## config.mk

```make
export PLATFORM = sky130hd
export DESIGN_NAME = uart_tx_serializer_flat
export DESIGN_NICKNAME = d
export VERILOG_FILES = /design/src/rtl/uart_tx_serializer_if.sv /design/src/rtl/uart_tx_serializer.sv /design/src/flat_wrapper.sv
export SDC_FILE = /design/constraint.sdc
export NUM_CORES = 1
export LEC_CHECK = 0
export BUFFER_PORTS_ARGS = -buffer_cell sky130_fd_sc_hd__buf_4
export CORE_MARGIN = 2
export CORE_UTILIZATION = 28
export DETAILED_ROUTE_END_ITERATION = 6
export PLACE_DENSITY_LB_ADDON = 0.08
export SYNTH_ARGS = -nofsm -noshare
export SYNTH_HDL_FRONTEND = slang
export SYNTH_SLANG_ARGS = --single-unit
```

## constraint.sdc

```tcl
create_clock -name CLK -period 3.4 [get_ports CLK]
set_clock_uncertainty 0.2 [all_clocks]
set_input_delay 0.51 -clock CLK [delete_from_list [all_inputs] [get_ports CLK]]
set_output_delay 0.51 -clock CLK [all_outputs]
set_load 0.005 [all_outputs]
```

## src/rtl/uart_tx_serializer_if.sv

```systemverilog
// Request/line bundle between a UART TX client and uart_tx_serializer.
// The client (master) drives the byte, framing options and bit period;
// the serializer (slave) drives the serial line and its busy flag.
interface uart_tx_serializer_if #(
  parameter int DATA_WD     = 8,
  parameter int prescale_wd = 6
);
  logic [DATA_WD-1:0]     P_DATA;
  logic                   DATA_VALID;
  logic                   PAR_EN;
  logic                   PAR_TYP;
  logic [prescale_wd-1:0] prescale;
  logic                   TX_OUT;
  logic                   busy;

  modport master (
    output P_DATA, DATA_VALID, PAR_EN, PAR_TYP, prescale,
    input  TX_OUT, busy
  );

  modport slave (
    input  P_DATA, DATA_VALID, PAR_EN, PAR_TYP, prescale,
    output TX_OUT, busy
  );
endinterface

```

## src/rtl/uart_tx_serializer.sv

```systemverilog
// UART transmitter: start bit, DATA_WD data bits LSB first, optional
// parity bit, one stop bit. Each bit lasts the latched prescale period,
// so TX bit timing lines up with the RX oversampling windows.
// TX_OUT and busy are registered from the next-state decode, so the
// start bit appears on the cycle right after the accepting edge.
module uart_tx_serializer #(
  parameter int DATA_WD     = 8,
  parameter int prescale_wd = 6
) (
  input logic                   CLK,
  input logic                   RST,
  uart_tx_serializer_if.slave   bus
);

  localparam int BIT_WD = (DATA_WD > 1) ? $clog2(DATA_WD) : 1;

  typedef enum logic [2:0] {IDLE, START, DATA, PARITY, STOP} state_t;

  state_t                 state, state_next;
  logic [prescale_wd-1:0] edge_cnt, edge_cnt_next;
  logic [prescale_wd-1:0] period;
  logic [BIT_WD-1:0]      bit_cnt, bit_cnt_next;
  logic [DATA_WD-1:0]     data_reg;
  logic                   par_en_reg;
  logic                   par_bit;
  logic                   tx_reg, tx_next;
  logic                   busy_reg, busy_next;
  logic                   accept;
  logic                   bit_end;

  assign accept  = (state == IDLE) && bus.DATA_VALID;
  assign bit_end = (edge_cnt == (period - prescale_wd'(1)));

  assign bus.TX_OUT = tx_reg;
  assign bus.busy   = busy_reg;

  // State, counters and registered line outputs; reset forces the idle line.
  always_ff @(posedge CLK) begin
    if (RST) begin
      state    <= IDLE;
      edge_cnt <= '0;
      bit_cnt  <= '0;
      tx_reg   <= 1'b1;
      busy_reg <= 1'b0;
    end else begin
      state    <= state_next;
      edge_cnt <= edge_cnt_next;
      bit_cnt  <= bit_cnt_next;
      tx_reg   <= tx_next;
      busy_reg <= busy_next;
    end
  end

  // Frame snapshot taken only at acceptance so mid-frame input changes are ignored.
  always_ff @(posedge CLK) begin
    if (RST) begin
      data_reg   <= '0;
      par_en_reg <= 1'b0;
      par_bit    <= 1'b0;
      period     <= '0;
    end else if (accept) begin
      data_reg   <= bus.P_DATA;
      par_en_reg <= bus.PAR_EN;
      par_bit    <= (^bus.P_DATA) ^ bus.PAR_TYP;
      period     <= (bus.prescale == '0) ? prescale_wd'(1) : bus.prescale;
    end
  end

  // Next-state logic: advance through the frame one bit period at a time.
  always_comb begin
    state_next    = state;
    edge_cnt_next = edge_cnt;
    bit_cnt_next  = bit_cnt;
    case (state)
      IDLE: begin
        if (bus.DATA_VALID) begin
          state_next    = START;
          edge_cnt_next = '0;
          bit_cnt_next  = '0;
        end
      end
      START, DATA, PARITY, STOP: begin
        if (bit_end) begin
          edge_cnt_next = '0;
          case (state)
            START: begin
              state_next   = DATA;
              bit_cnt_next = '0;
            end
            DATA: begin
              if (bit_cnt == BIT_WD'(DATA_WD - 1)) begin
                state_next = par_en_reg ? PARITY : STOP;
              end else begin
                bit_cnt_next = bit_cnt + BIT_WD'(1);
              end
            end
            PARITY:  state_next = STOP;
            default: state_next = IDLE;
          endcase
        end else begin
          edge_cnt_next = edge_cnt + prescale_wd'(1);
        end
      end
      default: state_next = IDLE;
    endcase
  end

  // Output decode from the upcoming state so the registered line has no lag.
  always_comb begin
    tx_next   = 1'b1;
    busy_next = 1'b1;
    case (state_next)
      IDLE:    busy_next = 1'b0;
      START:   tx_next   = 1'b0;
      DATA:    tx_next   = data_reg[bit_cnt_next];
      PARITY:  tx_next   = par_bit;
      STOP:    tx_next   = 1'b1;
      default: begin
        tx_next   = 1'b1;
        busy_next = 1'b0;
      end
    endcase
  end

endmodule

```

## src/flat_wrapper.sv

```systemverilog
// flat-port wrapper written by rule: the top's interface ports become plain ports
module uart_tx_serializer_flat 
#(
  parameter int DATA_WD     = 8,
  parameter int prescale_wd = 6
)
  (CLK, RST, bus_P_DATA, bus_DATA_VALID, bus_PAR_EN, bus_PAR_TYP, bus_prescale, bus_TX_OUT, bus_busy);
  uart_tx_serializer_if #(.DATA_WD(DATA_WD), .prescale_wd(prescale_wd)) bus_i ();
  input logic CLK;
  input logic RST;
  input wire logic [$bits(bus_i.P_DATA)-1:0] bus_P_DATA;
  input wire logic [$bits(bus_i.DATA_VALID)-1:0] bus_DATA_VALID;
  input wire logic [$bits(bus_i.PAR_EN)-1:0] bus_PAR_EN;
  input wire logic [$bits(bus_i.PAR_TYP)-1:0] bus_PAR_TYP;
  input wire logic [$bits(bus_i.prescale)-1:0] bus_prescale;
  output wire logic [$bits(bus_i.TX_OUT)-1:0] bus_TX_OUT;
  output wire logic [$bits(bus_i.busy)-1:0] bus_busy;
  assign bus_i.P_DATA = bus_P_DATA;
  assign bus_i.DATA_VALID = bus_DATA_VALID;
  assign bus_i.PAR_EN = bus_PAR_EN;
  assign bus_i.PAR_TYP = bus_PAR_TYP;
  assign bus_i.prescale = bus_prescale;
  assign bus_TX_OUT = bus_i.TX_OUT;
  assign bus_busy = bus_i.busy;
  uart_tx_serializer #(.DATA_WD(DATA_WD), .prescale_wd(prescale_wd)) u_core (.CLK(CLK), .RST(RST), .bus(bus_i));
endmodule
```

**Yosys cells after proc, flatten, opt, wreduce, memory -nomap -nowiden**

Index checks and enable logic that the tools add are counted.

- Flip-flop bits (word level): 30
- Bits of input ports: 19
- Logic and storage cells: 52
- Output and inout bits: 2

- Bitwise gates (word level): 1
- $lt $le $gt $ge: 1
- Multiplexer cells: 19
- Add/sub/neg operators: 3
- Eq/ne operators: 11
- Reduce and logical (&&, ||, !) cells: 8

Operator list:

| operator | count |
|---|---|
| $mux 3 | 7 |
| $mux 6 | 3 |
| $pmux 3 s2 | 3 |
| $eq 3x2->1 const B | 4 |
| $pmux 6 s2 | 1 |
| $eq 3x3->1 const B | 3 |
| $pmux 3 s3 | 1 |
| $reduce_or 4->1 | 2 |
| $reduce_xor 8->1 | 1 |
| $add 6x1->6 const B | 1 |
| $eq 3x1->1 const B | 2 |
| $eq 6x6->1 | 1 |
| $logic_not 6->1 | 1 |
| $sub 6x1->6 const B | 1 |
| $lt 3x4->1 const B | 1 |
| $add 3x1->3 const B | 1 |
| $bmux 1 s3 | 1 |
| $logic_not 3->1 | 1 |
| $pmux 1 s3 | 1 |
| $mux 1 | 2 |
| $ne 2x2->1 const B | 1 |
| $reduce_and 2->1 | 1 |
| $reduce_bool 2->1 | 1 |
| $logic_and 1x1->1 | 1 |
| $xor 1x1->1 | 1 |

**Longest topological paths before layout**

- Word-level depth: 8
- Mapped depth: 12
- Gate-level depth less buffers: 11

**Least setup slack after synthesis**

No wires, ideal clock.

- Path type: reg-to-reg
- Start point: register u_core.period[0]
- End point: register u_core.tx_reg (netlist: u_core.bus.TX_OUT)
- Data arrival time: 2.187 ns
- Required time: 3.122 ns
- Path buffers: 0
- Clock period less this slack: 2.464 ns
- Path slack: 0.936 ns
- Library setup time: 0.078 ns
- Cell stages (with the launch flop): 12
- Cells stage by stage: dfxtp_1 inv_1 ha_1 nor3b_1 xnor2_1 nor3_2 nand3_1 a221o_1 a2bb2oi_2 mux2i_1 mux2i_1 a32oi_1

- Longest elaborated chain between the ends: 7
- Elaborated cells on any way between the ends: 12
- Classes of those cells: add/sub: 1; eq/ne: 4; mux: 7

Ends and longest elaborated chain:

| what | line | text |
|---|---|---|
| from (decl) | uart_tx_serializer.sv:21 | `logic [prescale_wd-1:0] period;` |
| from (signal assigned) | uart_tx_serializer.sv:65 | `period <= (bus.prescale == '0) ? prescale_wd'(1) : bus.prescale;` |
| $sub 6x1->6 (*) | uart_tx_serializer.sv:32 | `assign bit_end = (edge_cnt == (period - prescale_wd'(1)));` |
| $eq 6x6->1 (*) | uart_tx_serializer.sv:32 |  |
| $mux 3 | uart_tx_serializer.sv:83 | `if (bit_end) begin` |
| $pmux 3 s2 | uart_tx_serializer.sv:74 | `case (state)` |
| $bmux 1 s3 | uart_tx_serializer.sv:115 | `DATA: tx_next = data_reg[bit_cnt_next];` |
| $mux 1 (not written as such) | uart_tx_serializer.sv:115 |  |
| $pmux 1 s3 (*) | uart_tx_serializer.sv:112 | `case (state_next)` |
| to (signal assigned) | uart_tx_serializer.sv:49 | `tx_reg <= tx_next;` |
| to (decl) | uart_tx_serializer.sv:26 | `logic tx_reg, tx_next;` |

Every way passes the cells marked *; elsewhere a longest branch is shown, timed or not. The select of a mux whose other input is x is not followed.
A chain may end at the register's enable or synchronous reset.

**Final worst setup path**

Ends and elaborated chain as after synthesis.

==> impl_metrics.csv <==
group,metric,value,unit
timing,fin_crit_sh,0.790,
clock_tree,path_clk_slew,60,ps
run_status,status,"completed",
synthesis,synthCells,199,
place,globalplace.congestion,0.754,
drt,top_layer,"met4",
synthesis,netlist.top_cell.by_area,"dfxtp_1",
cells_and_area,nNetsFinal,240,
place,port_buffers,20,
grt,grt_max_degree,30,
power,leakage,0.736,nW
clock_tree,cts_num_sinks,30,
power,p_switching,0.203,mW
synthesis,async_flop_share,0,
drt,remaining_drc_errors,0,
synthesis,synth.distinct_cells,43,
drt,wl_met1,1.68,mm
cells_and_area,drive_gt1_frac,0.171,
cells_and_area,multi_input_area,948,um2
timing,period_needed,2690,ps
drt,met3_length,182,um
timing,rsz0062_at_grt,"false",
drt,drt_wl_total,3.64,mm
synthesis,avgSynthCellArea,8.13,um2
synthesis,synth_top_area_frac,0.371,
clock_tree,worstSkewPairLatency,280,ps
drt,avgRoutedWirePerCell,12.6,um
timing,setup_viol,0,
cells_and_area,fin_util,0.345,
grt,antenna_found_initial,0,
setup_path,reg2regPathDepth,12,
cells_and_area,antenna_cells,0,
power,clkPwrFrac,0.356,
synthesis,synth.most_common_cell,"nand2_1",
power,p_int,0.584,mW
synthesis,yosys-top-cells-area,"dfxtp_1, nand2_1, xnor2_1, a21oi_1, mux2i_1",
hold_path,hold_class,"reg -> reg",
clock_tree,root_buffer,"clkbuf_8",
setup_path,crit_end,"u_core.bus.TX_OUT",
drt,via_per_inst,4.85,
power,seqPwrFrac,0.486,
clock_tree,post_cts_resized,0,
drt,via_count,1401,
flow_run,max-cap-violations,0,
timing,slew_violations,0,
cells_and_area,regArea,601,um2
die,die_area,0.00640,mm2
place,dp_cells,283,
synthesis,ys_warn_count,0,
setup_path,critPathMaxFanout,10,
drt,met2_length,1.72,mm
clock_tree,hold_buffers,0,
synthesis,syn-num-nets,221,
setup_path,r2r-end,"u_core.bus.TX_OUT",
clock_tree,post_cts_buffers,0,
setup_path,cp-start-kind,"flop",
synthesis,ys.flop_type,"dfxtp_1",
timing,max_freq,372,MHz
setup_path,rrSetupSlack,710,ps
timing,slew_headroom,0.574,
drt,first_pass_iters,4,
clock_tree,cts_tree,"built",
clock_tree,numCtsBuffers,5,
synthesis,ys_seq_elements,30,
die,initial_core_util,0.292,
place,place_area,0.00183,mm2
clock_tree,h-tree-depth,2,
grt,grt_first_pass_wirelength,6.08,mm
timing,tightest_slew,632,ps
place,hpwl,2.73,mm
setup_path,crit_start,"u_core.period[0]",
die,core_area,0.00554,mm2
setup_path,r2r-start,"u_core.period[0]",
die,die_w,80.0,um
die,row_count,27,
power,ir_drop,0.143,mV
grt,grt-ovfl-total,0,
die,dieHeight,80.0,um
cells_and_area,fillers,608,
timing,tns,0,ps
setup_path,required,3400,ps
power,powerDensity,412,mW/mm2
clock_tree,cts_buffer_depth,2,
hold_path,min_from,"u_core.par_bit",
cells_and_area,fin_cells,289,
synthesis,syn-cell-area,0.00162,mm2
drt,drtIter0Drc,101,
synthesis,synth-edff-count,0,
setup_path,end_kind,"flop",
synthesis,synthTopCellsByCount,"nand2_1, dfxtp_1, a21oi_1, nor2_1, xnor2_1",
power,sw_frac_of_total,0.258,
die,io_pins,21,
cells_and_area,area_delta_synth_final,18.0,%
grt,track_usage,0.125,
setup_path,critPathKind,"reg -> reg",
synthesis,ys_seq_area_frac,0.371,
cells_and_area,final_area,0.00191,mm2
cells_and_area,largest_reg_flops,8,
power,pwr-share-comb,0.157,
setup_path,arrival,2690,ps
grt,grt_pass1_vias,1292,
drt,ant_nets,0,
timing,finalHoldViolations,0,
[power by group through the flow]
stage / clock [mW] / sequential, mW / combinational [mW]
3_3_place_gp: 0 / 0.391 / 0.122
3_5_place_dp: 0 / 0.391 / 0.126
5_1_grt: 0.309 / 0.384 / 0.140
4_1_cts: 0.295 / 0.383 / 0.126
2_1_floorplan: 0 / 0.385 / 0.0875
6_report: 0.281 / 0.383 / 0.124
[placed cells by master (no fill, tap or decap), drive strengths merged, types with 2 or more instances in the layout]
cell	count
a32oi	2
xnor2	13
nand3b	2
a21oi	21
clkbuf	6
o21ai	9
nand3	6
mux2i	8
nand2	35
nor2	20
inv	6
buf	22
or2	2
ha	3
dfxtp	30
xor2	4
a31oi	2
nor2b	3
o22ai	2
or3	3
nor4b	2
[metrics by stage]
stage	worst slack, ps	power (mW)	hold slack [ps]
global route	488	0.832	256
global placement	812	0.513	243
finish	715	0.787	255
detailed placement	707	0.516	244
CTS	692	0.804	252
floorplan	936	0.472	226
[worst max-delay path, stage by stage (launching register included)]
cell,delay [ps]
dfxtp_1,380
inv_1,60
ha_1,220
nor3b_1,150
xnor2_1,140
nor3_2,190
nand3_1,120
buf_4,200
mux2i_1,180
a2bb2oi_2,230
mux2i_1,240
mux2i_1,100
a32oi_1,190
[cells by family after synthesis]
group           after synthesis  share of synthesized area
simple gates                 81                      0.241
compound gates               44                      0.181
flops                        30                      0.371
xor+xnor                     17                     0.0920
buf+inv                      16                     0.0425
mux                           8                     0.0495
fa+ha+maj                     3                     0.0232
[layer usage]
metal,vias to the layer above,GRT usage
met5,-,0
met1,642,0.160
met4,0,0.0508
li1,721,-
met3,7,0.0339
met2,31,0.197
[worst min path at each step]
stage / slack [ps] / to / cells past startpoint
after floorplan: 230 / u_core.bus.TX_OUT / 2
after global placement: 240 / u_core.bus.TX_OUT / 2
after detailed placement: 240 / u_core.bus.TX_OUT / 2
after CTS: 250 / u_core.period[0] / 3
after global routing: 260 / u_core.period[0] / 3
final: 260 / u_core.bus.TX_OUT / 2
[cell type report]
| type | count | share of cell area |
|---|---|---|
| Clock buffer | 6 | 0.0433 |
| Inverter | 6 | 0.0118 |
| Multi-Input combinational cell | 153 | 0.497 |
| Sequential cell | 30 | 0.315 |
| Tap cell | 72 | 0.0472 |
| Timing Repair Buffer | 22 | 0.0865 |
(Power assumes the default switching activity.)
